[src/rtl/rnd_enum.sv]
// rtl/rnd_enum.sv - rounding modes and single-precision format constants
package rnd_enum;

    typedef enum logic [2:0] {
        IEEE_near = 3'd0,
        IEEE_zero = 3'd1,
        IEEE_pinf = 3'd2,
        IEEE_ninf = 3'd3,
        near_up   = 3'd4,
        away_zero = 3'd5
    } rnd_t;

    localparam int BIAS  = 127;
    localparam int SIG_W = 24;

endpackage

[src/rtl/fp_round_dec.sv]
// rtl/fp_round_dec.sv - round-increment decision from sign, lsb, guard, sticky and mode
import rnd_enum::*;

module fp_round_dec (
    input  logic i_sign,
    input  logic i_lsb,
    input  logic i_guard,
    input  logic i_sticky,
    input  rnd_t i_rnd,
    output logic o_inc
);

    // Decide whether the truncated significand must be bumped by one ulp
    always_comb begin
        o_inc = 1'b0;
        case (i_rnd)
            IEEE_near: o_inc = i_guard & (i_sticky | i_lsb);
            IEEE_zero: o_inc = 1'b0;
            IEEE_pinf: o_inc = (i_guard | i_sticky) & ~i_sign;
            IEEE_ninf: o_inc = (i_guard | i_sticky) & i_sign;
            near_up:   o_inc = i_guard & (i_sticky | ~i_sign);
            away_zero: o_inc = i_guard | i_sticky;
            default:   o_inc = 1'b0;
        endcase
    end

endmodule

[src/rtl/fp_mult_seq_core.sv]
// rtl/fp_mult_seq_core.sv - sequential shift-add single-precision multiplier datapath
import rnd_enum::*;

module fp_mult_seq_core (
    input  logic        clk,
    input  logic        rst_n,
    input  logic        start,
    input  logic [31:0] a,
    input  logic [31:0] b,
    input  rnd_t        rnd,
    output logic        busy,
    output logic        done,
    output logic [31:0] a_q,
    output logic [31:0] b_q,
    output logic [31:0] z_calc,
    output logic        overflow,
    output logic        underflow,
    output logic        inexact
);

    typedef enum logic [1:0] {
        ST_IDLE  = 2'd0,
        ST_MULT  = 2'd1,
        ST_NORM  = 2'd2,
        ST_ROUND = 2'd3
    } state_t;

    state_t                r_state;
    rnd_t                  r_rnd;
    logic [2*SIG_W-1:0]    r_mcand;
    logic [2*SIG_W-1:0]    r_acc;
    logic [SIG_W-1:0]      r_mplier;
    logic [4:0]            r_cnt;
    logic                  r_sign;
    logic [9:0]            r_exp;
    logic [SIG_W-2:0]      r_mant;
    logic                  r_g;
    logic                  r_s;

    logic                  w_inc;
    logic [SIG_W:0]        w_sig_rnd;
    logic                  w_carry;
    logic [9:0]            w_exp_fin;
    logic [SIG_W-2:0]      w_mant_fin;

    fp_round_dec u_round_dec (
        .i_sign   (r_sign),
        .i_lsb    (r_mant[0]),
        .i_guard  (r_g),
        .i_sticky (r_s),
        .i_rnd    (r_rnd),
        .o_inc    (w_inc)
    );

    // Rounded significand; a carry out of the hidden bit renormalises to 1.0 x 2^(e+1)
    always_comb begin
        w_sig_rnd  = {1'b0, 1'b1, r_mant} + {{SIG_W{1'b0}}, w_inc};
        w_carry    = w_sig_rnd[SIG_W];
        w_exp_fin  = r_exp + {9'd0, w_carry};
        w_mant_fin = w_carry ? '0 : w_sig_rnd[SIG_W-2:0];
    end

    // Control FSM with datapath registers and registered outputs
    always_ff @(posedge clk or negedge rst_n) begin
        if (!rst_n) begin
            r_state   <= ST_IDLE;
            r_rnd     <= IEEE_near;
            r_mcand   <= '0;
            r_acc     <= '0;
            r_mplier  <= '0;
            r_cnt     <= '0;
            r_sign    <= 1'b0;
            r_exp     <= '0;
            r_mant    <= '0;
            r_g       <= 1'b0;
            r_s       <= 1'b0;
            busy      <= 1'b0;
            done      <= 1'b0;
            a_q       <= '0;
            b_q       <= '0;
            z_calc    <= '0;
            overflow  <= 1'b0;
            underflow <= 1'b0;
            inexact   <= 1'b0;
        end else begin
            done <= 1'b0;
            case (r_state)
                ST_IDLE: begin
                    if (start) begin
                        a_q      <= a;
                        b_q      <= b;
                        r_rnd    <= rnd;
                        r_sign   <= a[31] ^ b[31];
                        r_exp    <= {2'b00, a[30:23]} + {2'b00, b[30:23]} - 10'(BIAS);
                        r_mcand  <= {{SIG_W{1'b0}}, 1'b1, a[22:0]};
                        r_mplier <= {1'b1, b[22:0]};
                        r_acc    <= '0;
                        r_cnt    <= '0;
                        busy     <= 1'b1;
                        r_state  <= ST_MULT;
                    end
                end
                ST_MULT: begin
                    if (r_mplier[0]) begin
                        r_acc <= r_acc + r_mcand;
                    end
                    r_mcand  <= r_mcand << 1;
                    r_mplier <= r_mplier >> 1;
                    r_cnt    <= r_cnt + 5'd1;
                    if (r_cnt == 5'(SIG_W - 1)) begin
                        r_state <= ST_NORM;
                    end
                end
                ST_NORM: begin
                    if (r_acc[47]) begin
                        r_exp  <= r_exp + 10'd1;
                        r_mant <= r_acc[46:24];
                        r_g    <= r_acc[23];
                        r_s    <= |r_acc[22:0];
                    end else begin
                        r_mant <= r_acc[45:23];
                        r_g    <= r_acc[22];
                        r_s    <= |r_acc[21:0];
                    end
                    r_state <= ST_ROUND;
                end
                ST_ROUND: begin
                    z_calc    <= {r_sign, w_exp_fin[7:0], w_mant_fin};
                    overflow  <= $signed(w_exp_fin) >= 10'sd255;
                    underflow <= $signed(w_exp_fin) <= 10'sd0;
                    inexact   <= r_g | r_s;
                    done      <= 1'b1;
                    busy      <= 1'b0;
                    r_state   <= ST_IDLE;
                end
                default: r_state <= ST_IDLE;
            endcase
        end
    end

endmodule
[config.mk]
export PLATFORM = sky130hd
export DESIGN_NAME = fp_mult_seq_core
export DESIGN_NICKNAME = d
export VERILOG_FILES = /design/src/rtl/rnd_enum.sv /design/src/rtl/fp_round_dec.sv /design/src/rtl/fp_mult_seq_core.sv
export SDC_FILE = /design/constraint.sdc
export NUM_CORES = 1
export LEC_CHECK = 0
export CAP_MARGIN = 20
export CORE_UTILIZATION = 58
export CTS_BUF_LIST = sky130_fd_sc_hd__clkbuf_8
export DETAILED_ROUTE_END_ITERATION = 12
export GPL_TIMING_DRIVEN = 1
export PLACE_DENSITY_LB_ADDON = 0.12
export SKIP_LAST_GASP = 1
export SYNTH_ARGS = -nofsm -noshare
export SYNTH_HDL_FRONTEND = slang
export SYNTH_SLANG_ARGS = --single-unit
[constraint.sdc]
create_clock -name clk -period 5.27 [get_ports clk]
set_clock_uncertainty 0.15 [all_clocks]
set_input_delay 1.054 -clock clk [delete_from_list [all_inputs] [get_ports clk]]
set_output_delay 1.054 -clock clk [all_outputs]
set_load 0.02 [all_outputs]
* Word level (Yosys, flattened, before mapping)
Index checks and enable logic that the tools add are counted.
Operators by class: bitwise operators 9, div/mod/pow operators 0, add/sub/neg operators 7, $mul 0, equality and inequality tests 12, multiplexer cells 23, order comparisons 2, shifts and indexed selects 0, reduce and logical (&&, ||, !) cells 13
Operators with widths (number):
- $pmux W48 S2 | 2
- $mux W48 | 3
- $add A48 B48 Y48 | 1
- $pmux W24 S2 | 1
- $mux W23 | 2
- $add A24 B1 Y25 | 1
- $mux W24 | 1
- $reduce_or A23 Y1 | 1
- $reduce_or A22 Y1 | 1
- $mux W10 | 2
- $pmux W10 S2 | 1
- $add A10 B1 Y10 | 1
- $add A10 B1 Y10 const B | 1
- $ge A10 B9 Y1 const B | 1
- $le A10 B1 Y1 const B | 1
- $pmux W5 S2 | 1
- $sub A9 B7 Y10 const B | 1
- $add A8 B8 Y9 | 1
- $ne A2 B2 Y1 const B | 4
- $pmux W2 S4 | 1
- $reduce_and A2 Y1 | 4
- $eq A3 B2 Y1 const B | 2
- $eq A3 B3 Y1 const B | 2
- $reduce_and A3 Y1 | 2
- 16 further kinds | 28
Word-level totals: memories 0, ROM bits 0, bits in latches 0, word-level logic and storage cells 85, RAM bits 0, output and inout port bits 101, flip-flop bits (word level) 267

* Longest topological paths before layout
depth in word-level cells 7, gate-level depth with buffers 21, depth with buffers taken out 21

* Modules after synthesis
From an unflattened synthesis, not the netlist that was laid out.
Unflattened totals: cells, all modules 1474, area total of the unflattened synthesis 14507.7 µm²
By module, submodules not included:
- fp_mult_seq_core | area an instance 14447.6 µm², cells each 1465, instances 1
- fp_round_dec | area an instance 60.1 µm², cells each 9, instances 1

* Worst setup path after synthesis
Ideal clock, no wire load.
path kind register to register, start register r_rnd[0], end register overflow, required time 5.037 ns, arrival 3.497 ns, setup time 0.083 ns, stages on the path, launching flop included 19, path slack 1.541 ns, cells stage by stage dfrtp_1 > nand2b_1 > a21oi_1 > o31ai_1 > ha_1 > ha_1 > nand3_1 > nor2_1 > nand2_1 > nor2_1 > nand4_1 > nor2_1 > ha_1 > ha_1 > nand3_1 > xor2_1 > or4_1 > o21a_1 > o22ai_1
Between the ends: word-level cells in the longest chain between the ends 5, elaborated cells between the ends (all ways) 9, classes of those cells add/sub (2); order compare (1); eq/ne (4); mux (1); reduce/logical (1)
Ends and longest elaborated chain:
- start: declaration | line fp_mult_seq_core.sv:29 | rnd_t r_rnd;
- start signal: assignment | line fp_mult_seq_core.sv:67 | r_rnd <= IEEE_near;
- start signal: assignment | line fp_mult_seq_core.sv:92 | r_rnd <= rnd;
- $eq A3 B3 Y1 (tied with other cells) | line fp_round_dec.sv:16 | case (i_rnd)
- $pmux W1 S5 (*) | line fp_round_dec.sv:16
- $add A24 B1 Y25 (*) | line fp_mult_seq_core.sv:57 | w_sig_rnd = {1'b0, 1'b1, r_mant} + {{SIG_W{1'b0}}, w_inc};
- $add A10 B1 Y10 (*) | line fp_mult_seq_core.sv:59 | w_exp_fin = r_exp + {9'd0, w_carry};
- $ge A10 B9 Y1 (*) | line fp_mult_seq_core.sv:129 | overflow <= $signed(w_exp_fin) >= 10'sd255;
- end signal: assignment | line fp_mult_seq_core.sv:82 | overflow <= 1'b0;
- end signal: assignment | line fp_mult_seq_core.sv:129
- end: declaration | line fp_mult_seq_core.sv:16 | output logic overflow,
Every way passes the cells marked *; elsewhere a longest branch is shown, timed or not. A chain may end at the register's enable or synchronous reset.

* Worst setup path in the final report
start register r_rnd[2], end register overflow
Same word-level chain as after synthesis.

==> reports/metrics.yaml <==
status: "finished clean"
irDropWorstVdd_mv: 0.340
die-area_um2: 25600
arrival_ps: 4500
gp_congestion: 0.891
wl_per_cell_um: 15.9
cp.required_ps: 5590
slew_viol_final: 0
yosysSeqAreaShare_pct: 46.2
power_density_nw_per_um2: 621
min_period_ps: 4180
cts_max_level: 2
muxShareOfSynthArea_pct: 10.4
avgViaCountPerCell: 5.68
cts_setup_buffers: 0
post_synth_num_cell_types: 69
hold_viol: 0
dpl_worst_slack_ps: 1150
instances_no_fill: 1972
post_synth_and_or_nand_nor_area_fraction_pct: 12.3
syn_avg_cell_area_um2: 9.91
drt_iter0_drc: 701
initial_core_util_pct: 59.3
finalSetupTns_ps: 0
syn_nets: 1604
synth_warnings: 0
worst_pin_slew_ps: 1010
max_freq_mhz: 239
drt_wl_total_um: 31400
synthTopCellsByArea: "dfrtp_1 46%, ha_1 6.2%, mux2_2 5.2%"
cts.sink_count: 267
ios: 171
fin_nets: 1759
critPathLaunchType: "flip-flop"
synthDominantCellAreaShare_pct: 46.2
first_global_vias: 10990
grt_start_max_net_pins: 130
crit_fanout: 6
cts_max_path_buffers: 3
fin_crit_sh_pct: 79.3
synth_common_cells: "267 x dfrtp_1, 170 x nand2_1, 133 x o21ai_0"
antenna_found_initial: 1
rsz0062_at_grt: "false"
io_buffers: 170
drtPass1Iterations: 5
num_vias: 11194
layout-drive-gt1-share_pct: 10.7
synth_top_area_cell: "dfrtp_1"
die_w_um: 160
cts.hold.buffers_added: 0
synthAdderAreaFrac_pct: 6.51
cp-end-kind: "flip-flop"
die_h_um: 160
worstSkewPairLatency_ps: 560
core_area_um2: 24400
rows: 57
hpwl_um: 22300
synth_top_family_by_area: "compound AO/OA/AOI/OAI gates"
hold_class: "reg -> reg"
dp_cells: 1890
grt_usage_pct: 25.0
synth_most_common_cell: "dfrtp_1"
path_clk_slew_ps: 60
cap_violations: 0
ys_seq_elements: 267
ys.flop_type: "dfrtp_1"
numCtsBuffers: 45
synth_edf_count: 0
final_core_util_pct: 71.2
synth_compound_gate_area_share_pct: 16.5
cts-resized-gates: 0
path_class: "reg -> reg"
ant_nets: 0
route.detailed.drc: 0
total_power_uw: 10800
netlist_area_um2: 14500
worst_slack_ps: 1090
synthesis.instances: 1460
synthXorXnorAreaFrac_pct: 4.72
cts_root_buf: "clkbuf_8"
relSlewSlack_pct: 32.3
p_leak_uw: 0.00771
gr-total-overflow: 0
grt_pass1_wl_um: 53200
cts_tree: "yes"
syn_to_final_growth_pct: 20.0
setup_violations: 0
synth_async_sr_flop_share_pct: 100
==> cells in the final DEF, fill, tap and decap left out, types with 4 or more instances in the layout <==
cell             instances
nand2b_1                 4
a22o_1                  32
clkinv_2                 5
o21a_1                   5
dfrtp_1                267
xor2_1                  37
a211oi_1                 5
o21ai_0                133
nor3_1                   9
mux2i_1                 75
clkdlybuf4s50_1        169
nand3_1                 45
or3_1                    4
o22ai_1                  4
o31ai_1                  5
o21ai_1                  7
xnor2_1                 41
a21oi_2                  5
a31oi_1                  4
nor4_1                   6
o21bai_1                10
ha_1                    69
nor2_1                  97
a21oi_1                114
clkbuf_8                57
mux2_2                  67
a21o_1                  28
nand2_1                169
buf_4                   10
and3_1                   8
nand4_1                 24
inv_1                   54
nor2b_1                 10
==> area by class of cell <==
type,count,area [um2]
Multi-Input combinational cell,1076,7320
Antenna cell,1,2.50
Clock buffer,57,785
Tap cell,324,405
Clock inverter,22,155
Inverter,42,158
Sequential cell,267,6680
Timing Repair Buffer,183,1850
Fill cell,1904,7030
==> worst paths after layout <==
kind | slack (ps) | from | cells past startpoint | end
setup reg to reg | 1090 | r_rnd[2] | 19 | overflow
max in group asynchronous | 3310 | rst_n | 2 | r_mcand[32]
hold / removal | 330 | r_mplier[21] | 2 | r_mplier[21]
setup / recovery | 1090 | r_rnd[2] | 19 | overflow
min in group asynchronous | 460 | rst_n | 1 | z_calc[28]
hold reg to reg | 330 | r_mplier[21] | 2 | r_mplier[21]
==> through the flow <==
stage,instance area [um2],hold slack [ps]
floorplan,14500,300
global placement,16400,311
detailed placement,16400,320
CTS,17300,333
global route,17400,357
finish,17400,329
==> flip-flops by register name (all words and copies together), names as in the netlist <==
| register | flops |
|---|---|
| r_rnd | 3 |
| r_cnt | 5 |
| r_sign | 1 |
| overflow | 1 |
| r_mcand | 48 |
| r_exp | 10 |
| r_state | 2 |
| r_g | 1 |
| a_q | 32 |
| done | 1 |
| underflow | 1 |
| r_s | 1 |
| r_acc | 48 |
| busy | 1 |
| r_mplier | 24 |
| r_mant | 23 |
| z_calc | 32 |
| b_q | 32 |
| inexact | 1 |
==> per-layer routing <==
metal	vias up	share of wire, %	GRT usage, %
met5	-	0	0
met4	0	1.8	7.19
met3	52	5.0	4.52
met2	279	48	41.3
met1	5340	46	33.9
li1	5523	-	-
==> worst max-delay path, cell delays in order, from the launching register on <==
cell and delay, ps:
dfrtp_1 420, nand2b_1 90, a21oi_1 60, o31ai_1 320, ha_1 270, ha_1 200, nand3_1 110, nor2_1 220
nand2_1 80, nor2_1 110, buf_4 160, nand4_1 140, nor2_1 120, ha_1 220, ha_1 300, nand3_1 120
xor2_1 180, or4_1 520, o21a_1 180, o22ai_1 110
==> power by group <==
| part | leakage [uW] | switching (uW) | internal [uW] |
|---|---|---|---|
| Sequential | 0.00331 | 708 | 2980 |
| Combinational | 0.00387 | 2890 | 2310 |
| Clock | 0.000531 | 829 | 1070 |
| Total | 0.00771 | 4420 | 6360 |
==> cell families after synthesis <==
kind of cell / count (synthesis)
buffers and inverters: 117
AO/OA/AOI/OAI: 388
XOR/XNOR: 78
flip-flops: 267
adder cells (fa/ha/maj): 74
multiplexers: 142
AND/OR/NAND/NOR: 394
Power figures use the tool's default switching activity.
